## src/rtl/phase_sequencer.sv

```systemverilog
// phase_sequencer: rotating multi-phase control sequencer.
// Steps through NUM_PHASES phases, each lasting a programmable dwell,
// optionally separated by an all-off gap. Supports early advance, hold
// and forced jumps to any phase. All outputs are registered.
//
// Handshake note: there is no valid/ready pair here. force_valid is a
// single-cycle request that is acted on in the same cycle it is seen high
// (with a legal target and enable=1); it is never queued or acknowledged.
// advance is a level that is sampled each cycle and likewise not remembered.
module phase_sequencer #(
    parameter int NUM_PHASES = 2,
    parameter int PHASE_W    = 1,
    parameter int CNT_W      = 8,
    parameter int GAP_CYCLES = 1,
    parameter int MIN_DWELL  = 2
) (
    input  logic                  clk_main,
    input  logic                  reset_n,
    input  logic                  enable,
    input  logic [CNT_W-1:0]      dwell_max,
    input  logic                  advance,
    input  logic                  hold,
    input  logic                  force_valid,
    input  logic [PHASE_W-1:0]    force_phase,
    output logic [PHASE_W-1:0]    phase,
    output logic [NUM_PHASES-1:0] phase_onehot,
    output logic                  active,
    output logic                  phase_change,
    output logic [CNT_W-1:0]      dwell_cnt
);

    typedef enum logic [1:0] {
        ST_IDLE   = 2'd0,
        ST_ACTIVE = 2'd1,
        ST_GAP    = 2'd2
    } state_t;

    localparam int GAP_W = (GAP_CYCLES > 1) ? $clog2(GAP_CYCLES) : 1;
    localparam logic [GAP_W-1:0]   GAP_LAST   = GAP_W'((GAP_CYCLES > 0) ? GAP_CYCLES - 1 : 0);
    localparam logic [PHASE_W-1:0] LAST_PHASE = PHASE_W'(NUM_PHASES - 1);
    localparam logic [CNT_W-1:0]   MIN_CNT    = CNT_W'(MIN_DWELL);

    state_t             state;
    logic [GAP_W-1:0]   gap_cnt;
    logic [CNT_W-1:0]   dwell_lat;

    logic               force_ok;
    logic               expire;
    logic               adv_ok;
    logic               step;
    logic               do_entry;
    logic [PHASE_W-1:0] next_phase;
    logic [PHASE_W-1:0] entry_phase;

    function automatic logic [NUM_PHASES-1:0] onehot_of(input logic [PHASE_W-1:0] p);
        return NUM_PHASES'(1) << p;
    endfunction

    // Decode the per-cycle decisions: legal force, expiry/advance, and
    // whether this cycle enters a new phase (and which one).
    always_comb begin
        force_ok    = force_valid && (force_phase <= LAST_PHASE);
        expire      = (dwell_cnt == dwell_lat) && !hold;
        adv_ok      = advance && (dwell_cnt >= MIN_CNT);
        step        = (state == ST_ACTIVE) && (expire || adv_ok);
        next_phase  = (phase == LAST_PHASE) ? '0 : phase + PHASE_W'(1);
        do_entry    = force_ok
                    || (state == ST_IDLE)
                    || (step && (GAP_CYCLES == 0))
                    || ((state == ST_GAP) && (gap_cnt == GAP_LAST));
        if (force_ok) begin
            entry_phase = force_phase;
        end else if (state == ST_IDLE) begin
            // Resume continues the phase that was running when disabled.
            entry_phase = phase;
        end else begin
            entry_phase = next_phase;
        end
    end

    // Sequencer FSM with registered outputs; enable=0 outranks any force,
    // and a force outranks expiry/advance and counting.
    always_ff @(posedge clk_main or negedge reset_n) begin
        if (!reset_n) begin
            state        <= ST_IDLE;
            phase        <= '0;
            phase_onehot <= '0;
            active       <= 1'b0;
            phase_change <= 1'b0;
            dwell_cnt    <= '0;
            gap_cnt      <= '0;
            dwell_lat    <= '0;
        end else if (!enable) begin
            state        <= ST_IDLE;
            phase_onehot <= '0;
            active       <= 1'b0;
            phase_change <= 1'b0;
            dwell_cnt    <= '0;
            gap_cnt      <= '0;
        end else if (do_entry) begin
            state        <= ST_ACTIVE;
            phase        <= entry_phase;
            phase_onehot <= onehot_of(entry_phase);
            active       <= 1'b1;
            phase_change <= 1'b1;
            dwell_cnt    <= '0;
            gap_cnt      <= '0;
            dwell_lat    <= dwell_max;
        end else begin
            phase_change <= 1'b0;
            case (state)
                ST_ACTIVE: begin
                    if (step) begin
                        // Only reached with GAP_CYCLES>0; direct switch is an entry.
                        state        <= ST_GAP;
                        phase_onehot <= '0;
                        active       <= 1'b0;
                        dwell_cnt    <= '0;
                        gap_cnt      <= '0;
                    end else if (!hold) begin
                        dwell_cnt <= dwell_cnt + CNT_W'(1);
                    end
                end
                ST_GAP: begin
                    gap_cnt <= gap_cnt + GAP_W'(1);
                end
                default: begin
                    state <= ST_IDLE;
                end
            endcase
        end
    end

endmodule
```

## config.mk

```make
export PLATFORM = sky130hd
export DESIGN_NAME = phase_sequencer
export DESIGN_NICKNAME = d
export VERILOG_FILES = /design/src/rtl/phase_sequencer.sv
export SDC_FILE = /design/constraint.sdc
export NUM_CORES = 1
export LEC_CHECK = 0
export CAP_MARGIN = 5
export CORE_ASPECT_RATIO = 0.9
export CORE_UTILIZATION = 35
export DETAILED_ROUTE_END_ITERATION = 10
export DONT_BUFFER_PORTS = 1
export PLACE_DENSITY = 0.6
export SLEW_MARGIN = 20
export SYNTH_ARGS = -nofsm -noshare
export SYNTH_HDL_FRONTEND = slang
export SYNTH_SLANG_ARGS = --single-unit
export TNS_END_PERCENT = 50
```

## constraint.sdc

```tcl
create_clock -name clk_main -period 4.95 [get_ports clk_main]
set_clock_uncertainty 0.1 [all_clocks]
set_input_delay 0.7425 -clock clk_main [delete_from_list [all_inputs] [get_ports clk_main]]
set_output_delay 0.7425 -clock clk_main [all_outputs]
set_load 0.01 [all_outputs]
```

==> flow_results.xml <==
<?xml version="1.0" encoding="UTF-8"?>
<metrics>
  <group name="sta">
    <metric name="finalSetupTns" unit="ns">0</metric>
    <metric name="tightest_slew" unit="ns">0.887</metric>
    <metric name="final_period_minus_worst_setup_slack" unit="ns">2.55</metric>
    <metric name="timing.fmax" unit="GHz">0.393</metric>
    <metric name="finalMaxSlewViolations" unit="">0</metric>
    <metric name="layout_worst_path_cycle_share" unit="%">51.5</metric>
    <metric name="setup-violations-final" unit="">0</metric>
    <metric name="grt_setup_unrepaired" unit="">false</metric>
    <metric name="max_slew_margin" unit="%">40.5</metric>
    <metric name="final.hold.worst_slack" unit="ns">0.0597</metric>
    <metric name="final_hold_violation_count" unit="">0</metric>
  </group>
  <group name="power_and_ir_drop">
    <metric name="p_comb_share" unit="%">9.3</metric>
    <metric name="clock_power_share" unit="%">39.4</metric>
    <metric name="ir_drop" unit="mV">0.174</metric>
    <metric name="p_switching" unit="mW">0.0993</metric>
    <metric name="seq_power_share" unit="%">51.2</metric>
    <metric name="intPower" unit="mW">0.335</metric>
    <metric name="cellLeakagePower" unit="nW">0.655</metric>
    <metric name="swShare" unit="%">22.9</metric>
    <metric name="power_density" unit="nW/um^2">314</metric>
    <metric name="fin_total_pwr" unit="mW">0.434</metric>
  </group>
  <group name="synthesis">
    <metric name="yosysWarningCount" unit="">0</metric>
    <metric name="synth.yosys.seq_area_share" unit="%">47.4</metric>
    <metric name="synth-edff-count" unit="">0</metric>
    <metric name="synth-async-reset-ratio" unit="%">100</metric>
    <metric name="mappedNetlistNets" unit="">150</metric>
    <metric name="yosys.cell_count.top_type" unit="">sky130_fd_sc_hd__nand2_1</metric>
    <metric name="postSynthCellCount" unit="">130</metric>
    <metric name="synth_area_leaders" unit="">sky130_fd_sc_hd__dfrtp_1 47%, sky130_fd_sc_hd__nand2_1 9.5%, sky130_fd_sc_hd__xor2_1 6.9%, sky130_fd_sc_hd__ha_1 4.9%, sky130_fd_sc_hd__xnor2_1 2.8%</metric>
    <metric name="yosysTopAreaCellShare" unit="%">47.4</metric>
    <metric name="yosys-top-cells-count" unit="">32 x sky130_fd_sc_hd__nand2_1, 24 x sky130_fd_sc_hd__dfrtp_1, 10 x sky130_fd_sc_hd__xor2_1</metric>
    <metric name="synth_ff_type" unit="">sky130_fd_sc_hd__dfrtp_1</metric>
    <metric name="synth_cell_type_count" unit="">33</metric>
    <metric name="synthesis.area" unit="sq um">1270</metric>
    <metric name="synth.avg_cell_area" unit="sq um">9.74</metric>
    <metric name="netlist.top_cell.by_area" unit="">sky130_fd_sc_hd__dfrtp_1</metric>
    <metric name="postSynthRegisterBits" unit="">24</metric>
  </group>
  <group name="floorplanning">
    <metric name="dieArea" unit="sq um">3860</metric>
    <metric name="floorplan.rows" unit="">20</metric>
    <metric name="die_height" unit="um">59.1</metric>
    <metric name="coreArea" unit="sq um">3430</metric>
    <metric name="ports" unit="">28</metric>
    <metric name="die_width" unit="um">65.4</metric>
    <metric name="initial_core_util" unit="%">36.9</metric>
  </group>
  <group name="worst_setup_path">
    <metric name="end_kind" unit="">register</metric>
    <metric name="setup.worst_path.start_class" unit="">register</metric>
    <metric name="r2r.worst_path.cells" unit="">6</metric>
    <metric name="critPathRequiredTime" unit="ns">5.00</metric>
    <metric name="critPathArrivalTime" unit="ns">2.60</metric>
    <metric name="setup.worst_path.class" unit="">reg -&gt; reg</metric>
    <metric name="critPathMaxFanout" unit="">14</metric>
    <metric name="minimum_setup_slack_among_reg_to_reg_paths" unit="ns">2.40</metric>
  </group>
  <group name="cts">
    <metric name="cts.htree.levels" unit="">1</metric>
    <metric name="tritoncts" unit="">built</metric>
    <metric name="post_cts.resized_instances" unit="">0</metric>
    <metric name="max-clock-path-buffers" unit="">2</metric>
    <metric name="insertion_delay" unit="ns">0.27</metric>
    <metric name="clock_transition_at_the_registers_of_the_reported_paths" unit="ns">0.08</metric>
    <metric name="cts-buffers-inserted" unit="">3</metric>
    <metric name="holdBufCountCts" unit="">0</metric>
    <metric name="postCtsSetupBuffers" unit="">0</metric>
    <metric name="cts_sink_count" unit="">24</metric>
    <metric name="clk_root_buffer_cell" unit="">sky130_fd_sc_hd__clkbuf_8</metric>
  </group>
  <group name="job">
    <metric name="timing.max_cap.violations" unit="">0</metric>
  </group>
  <group name="min_path">
    <metric name="hold_class" unit="">in -&gt; async</metric>
  </group>
  <group name="final_layout">
    <metric name="area_delta_synth_final" unit="%">9.29</metric>
    <metric name="antenna-diode-count" unit="">0</metric>
    <metric name="post_route_cells_drive_above_1_share" unit="%">9.09</metric>
    <metric name="final_cell_area" unit="sq um">1380</metric>
    <metric name="design.final.nets" unit="">153</metric>
  </group>
  <group name="placement">
    <metric name="hpwl" unit="um">1870</metric>
    <metric name="total_of_buffers_placed_on_input_and_output_ports" unit="">0</metric>
    <metric name="placedInstanceArea" unit="sq um">1310</metric>
    <metric name="routabilityCongestion" unit="">0.798</metric>
  </group>
  <group name="route">
    <metric name="detailroute.via_count" unit="">891</metric>
    <metric name="drt-vias-per-instance" unit="">5.06</metric>
    <metric name="drt_first_iter_violations" unit="">76</metric>
    <metric name="drt_pass1_iterations" unit="">4</metric>
    <metric name="wire_length_per_cell_after_detailed_routing" unit="um">14.4</metric>
    <metric name="ant_nets" unit="">0</metric>
    <metric name="drt-total-wl" unit="um">2530</metric>
    <metric name="drc" unit="">0</metric>
  </group>
  <group name="global_routing">
    <metric name="maximum_number_of_pins_on_one_net_before_global_route_repair" unit="">25</metric>
    <metric name="first_global_vias" unit="">967</metric>
    <metric name="grt_pass1_wl" unit="um">4650</metric>
    <metric name="grtUsageTotal" unit="%">16.1</metric>
    <metric name="antenna_violations_before_repair" unit="">0</metric>
    <metric name="gr_overflow_total" unit="">0</metric>
  </group>
  <group name="status">
    <metric name="status" unit="">completed</metric>
  </group>
</metrics>
==> layout make-up <==
type / count / area, sq um
Multi-Input combinational cell: 94 / 619
Clock buffer: 3 / 41.3
Sequential cell: 24 / 601
Inverter: 10 / 37.5
Clock inverter: 1 / 30.0
Tap cell: 44 / 55.1
Fill cell: 337 / 2040
==> per-layer routing <==
| layer | routed length, um | global-route usage [%] | part of all wire, % | up-vias |
|---|---|---|---|---|
| li1 | - | - | - | 439 |
| met1 | 1270 | 23.3 | 50 | 422 |
| met2 | 1020 | 21.6 | 40 | 25 |
| met3 | 208 | 6.73 | 8.2 | 5 |
| met4 | 25 | 4.66 | 0.99 | 0 |
| met5 | 0 | 0 | 0 | - |
==> worst max-delay path: stages (launching register included) <==
cell,delay (ns)
sky130_fd_sc_hd__dfrtp_1,0.38
sky130_fd_sc_hd__inv_1,0.07
sky130_fd_sc_hd__ha_1,0.23
sky130_fd_sc_hd__nor2b_1,0.19
sky130_fd_sc_hd__o31ai_2,0.73
sky130_fd_sc_hd__clkinv_1,0.49
sky130_fd_sc_hd__o2bb2ai_1,0.23
==> placed cells by master, fill, tap and decap left out <==
| master | Yosys | routed |
|---|---|---|
| sky130_fd_sc_hd__o221a_2 | 1 | 1 |
| sky130_fd_sc_hd__o21ai_0 | 3 | 3 |
| sky130_fd_sc_hd__o21ai_1 | 1 | 1 |
| sky130_fd_sc_hd__o21bai_4 | 1 | 1 |
| sky130_fd_sc_hd__a31oi_1 | 2 | 2 |
| sky130_fd_sc_hd__nor4_1 | 1 | 1 |
| sky130_fd_sc_hd__bufinv_16 | 0 | 1 |
| sky130_fd_sc_hd__a21boi_0 | 2 | 2 |
| sky130_fd_sc_hd__xnor2_1 | 4 | 4 |
| sky130_fd_sc_hd__nor2b_1 | 2 | 2 |
| sky130_fd_sc_hd__nand4_1 | 3 | 3 |
| sky130_fd_sc_hd__nand2_1 | 32 | 32 |
| sky130_fd_sc_hd__inv_1 | 9 | 9 |
| sky130_fd_sc_hd__clkinv_1 | 1 | 1 |
| sky130_fd_sc_hd__or4_4 | 2 | 2 |
| sky130_fd_sc_hd__clkbuf_8 | 0 | 3 |
| sky130_fd_sc_hd__o31ai_2 | 1 | 1 |
| sky130_fd_sc_hd__and3_1 | 3 | 3 |
| sky130_fd_sc_hd__o21ai_2 | 1 | 1 |
| sky130_fd_sc_hd__nor3b_1 | 1 | 1 |
| sky130_fd_sc_hd__nor2_1 | 7 | 7 |
| sky130_fd_sc_hd__dfrtp_1 | 24 | 24 |
| sky130_fd_sc_hd__o21ai_4 | 1 | 1 |
| sky130_fd_sc_hd__nor4b_4 | 1 | 1 |
| sky130_fd_sc_hd__ha_1 | 5 | 5 |
| sky130_fd_sc_hd__xor2_1 | 10 | 10 |
| sky130_fd_sc_hd__and4_1 | 1 | 1 |
| sky130_fd_sc_hd__o22ai_1 | 1 | 1 |
| sky130_fd_sc_hd__nand3_1 | 1 | 1 |
| sky130_fd_sc_hd__o2111ai_1 | 1 | 1 |
| sky130_fd_sc_hd__o2bb2ai_1 | 1 | 1 |
| sky130_fd_sc_hd__nor3_1 | 1 | 1 |
| sky130_fd_sc_hd__a21oi_1 | 4 | 4 |
==> stage by stage <==
step	utilization, %	instances	worst slack (ns)
2_1_floorplan	-	130	2.92
3_3_place_gp	38.3	172	2.53
3_5_place_dp	38.3	172	2.41
4_1_cts	40.4	176	2.40
5_1_grt	40.4	176	2.04
6_report	40.4	176	2.40
==> worst paths after layout <==
check,start,to
worst min register to register,dwell_lat[7],dwell_lat[7]
min in group clk_main,dwell_lat[7],dwell_lat[7]
max in group asynchronous,reset_n,gap_cnt
worst max register to register,state[0],phase_onehot[0]
worst min-delay path,reset_n,dwell_cnt[2]
worst max-delay path,state[0],phase_onehot[0]
==> logic make-up after synthesis <==
family                   Yosys count  share of synthesized area (%)
AND/OR/NAND/NOR                   55                           21.7
flip-flops                        24                           47.4
AO/OA/AOI/OAI                     20                           12.5
XOR/XNOR                          14                           9.68
buffers and inverters             12                           3.65
adder cells (fa/ha/maj)            5                           4.94
==> registers in the layout, summed over array words and instances (netlist names) <==
| name | flops |
|---|---|
| active | 1 |
| dwell_cnt | 8 |
| dwell_lat | 8 |
| gap_cnt | 1 |
| phase | 1 |
| phase_change | 1 |
| phase_onehot | 2 |
| state | 2 |
==> power by group through the flow <==
stage                     logic (mW)  clock network [mW]  registers, mW
after CTS                     0.0411               0.177          0.223
after floorplan               0.0347                   0          0.224
final                         0.0405               0.171          0.223
after global placement        0.0397                   0          0.226
after global routing          0.0478               0.187          0.225
after detailed placement      0.0409                   0          0.227
Power figures use the tool's default switching activity.
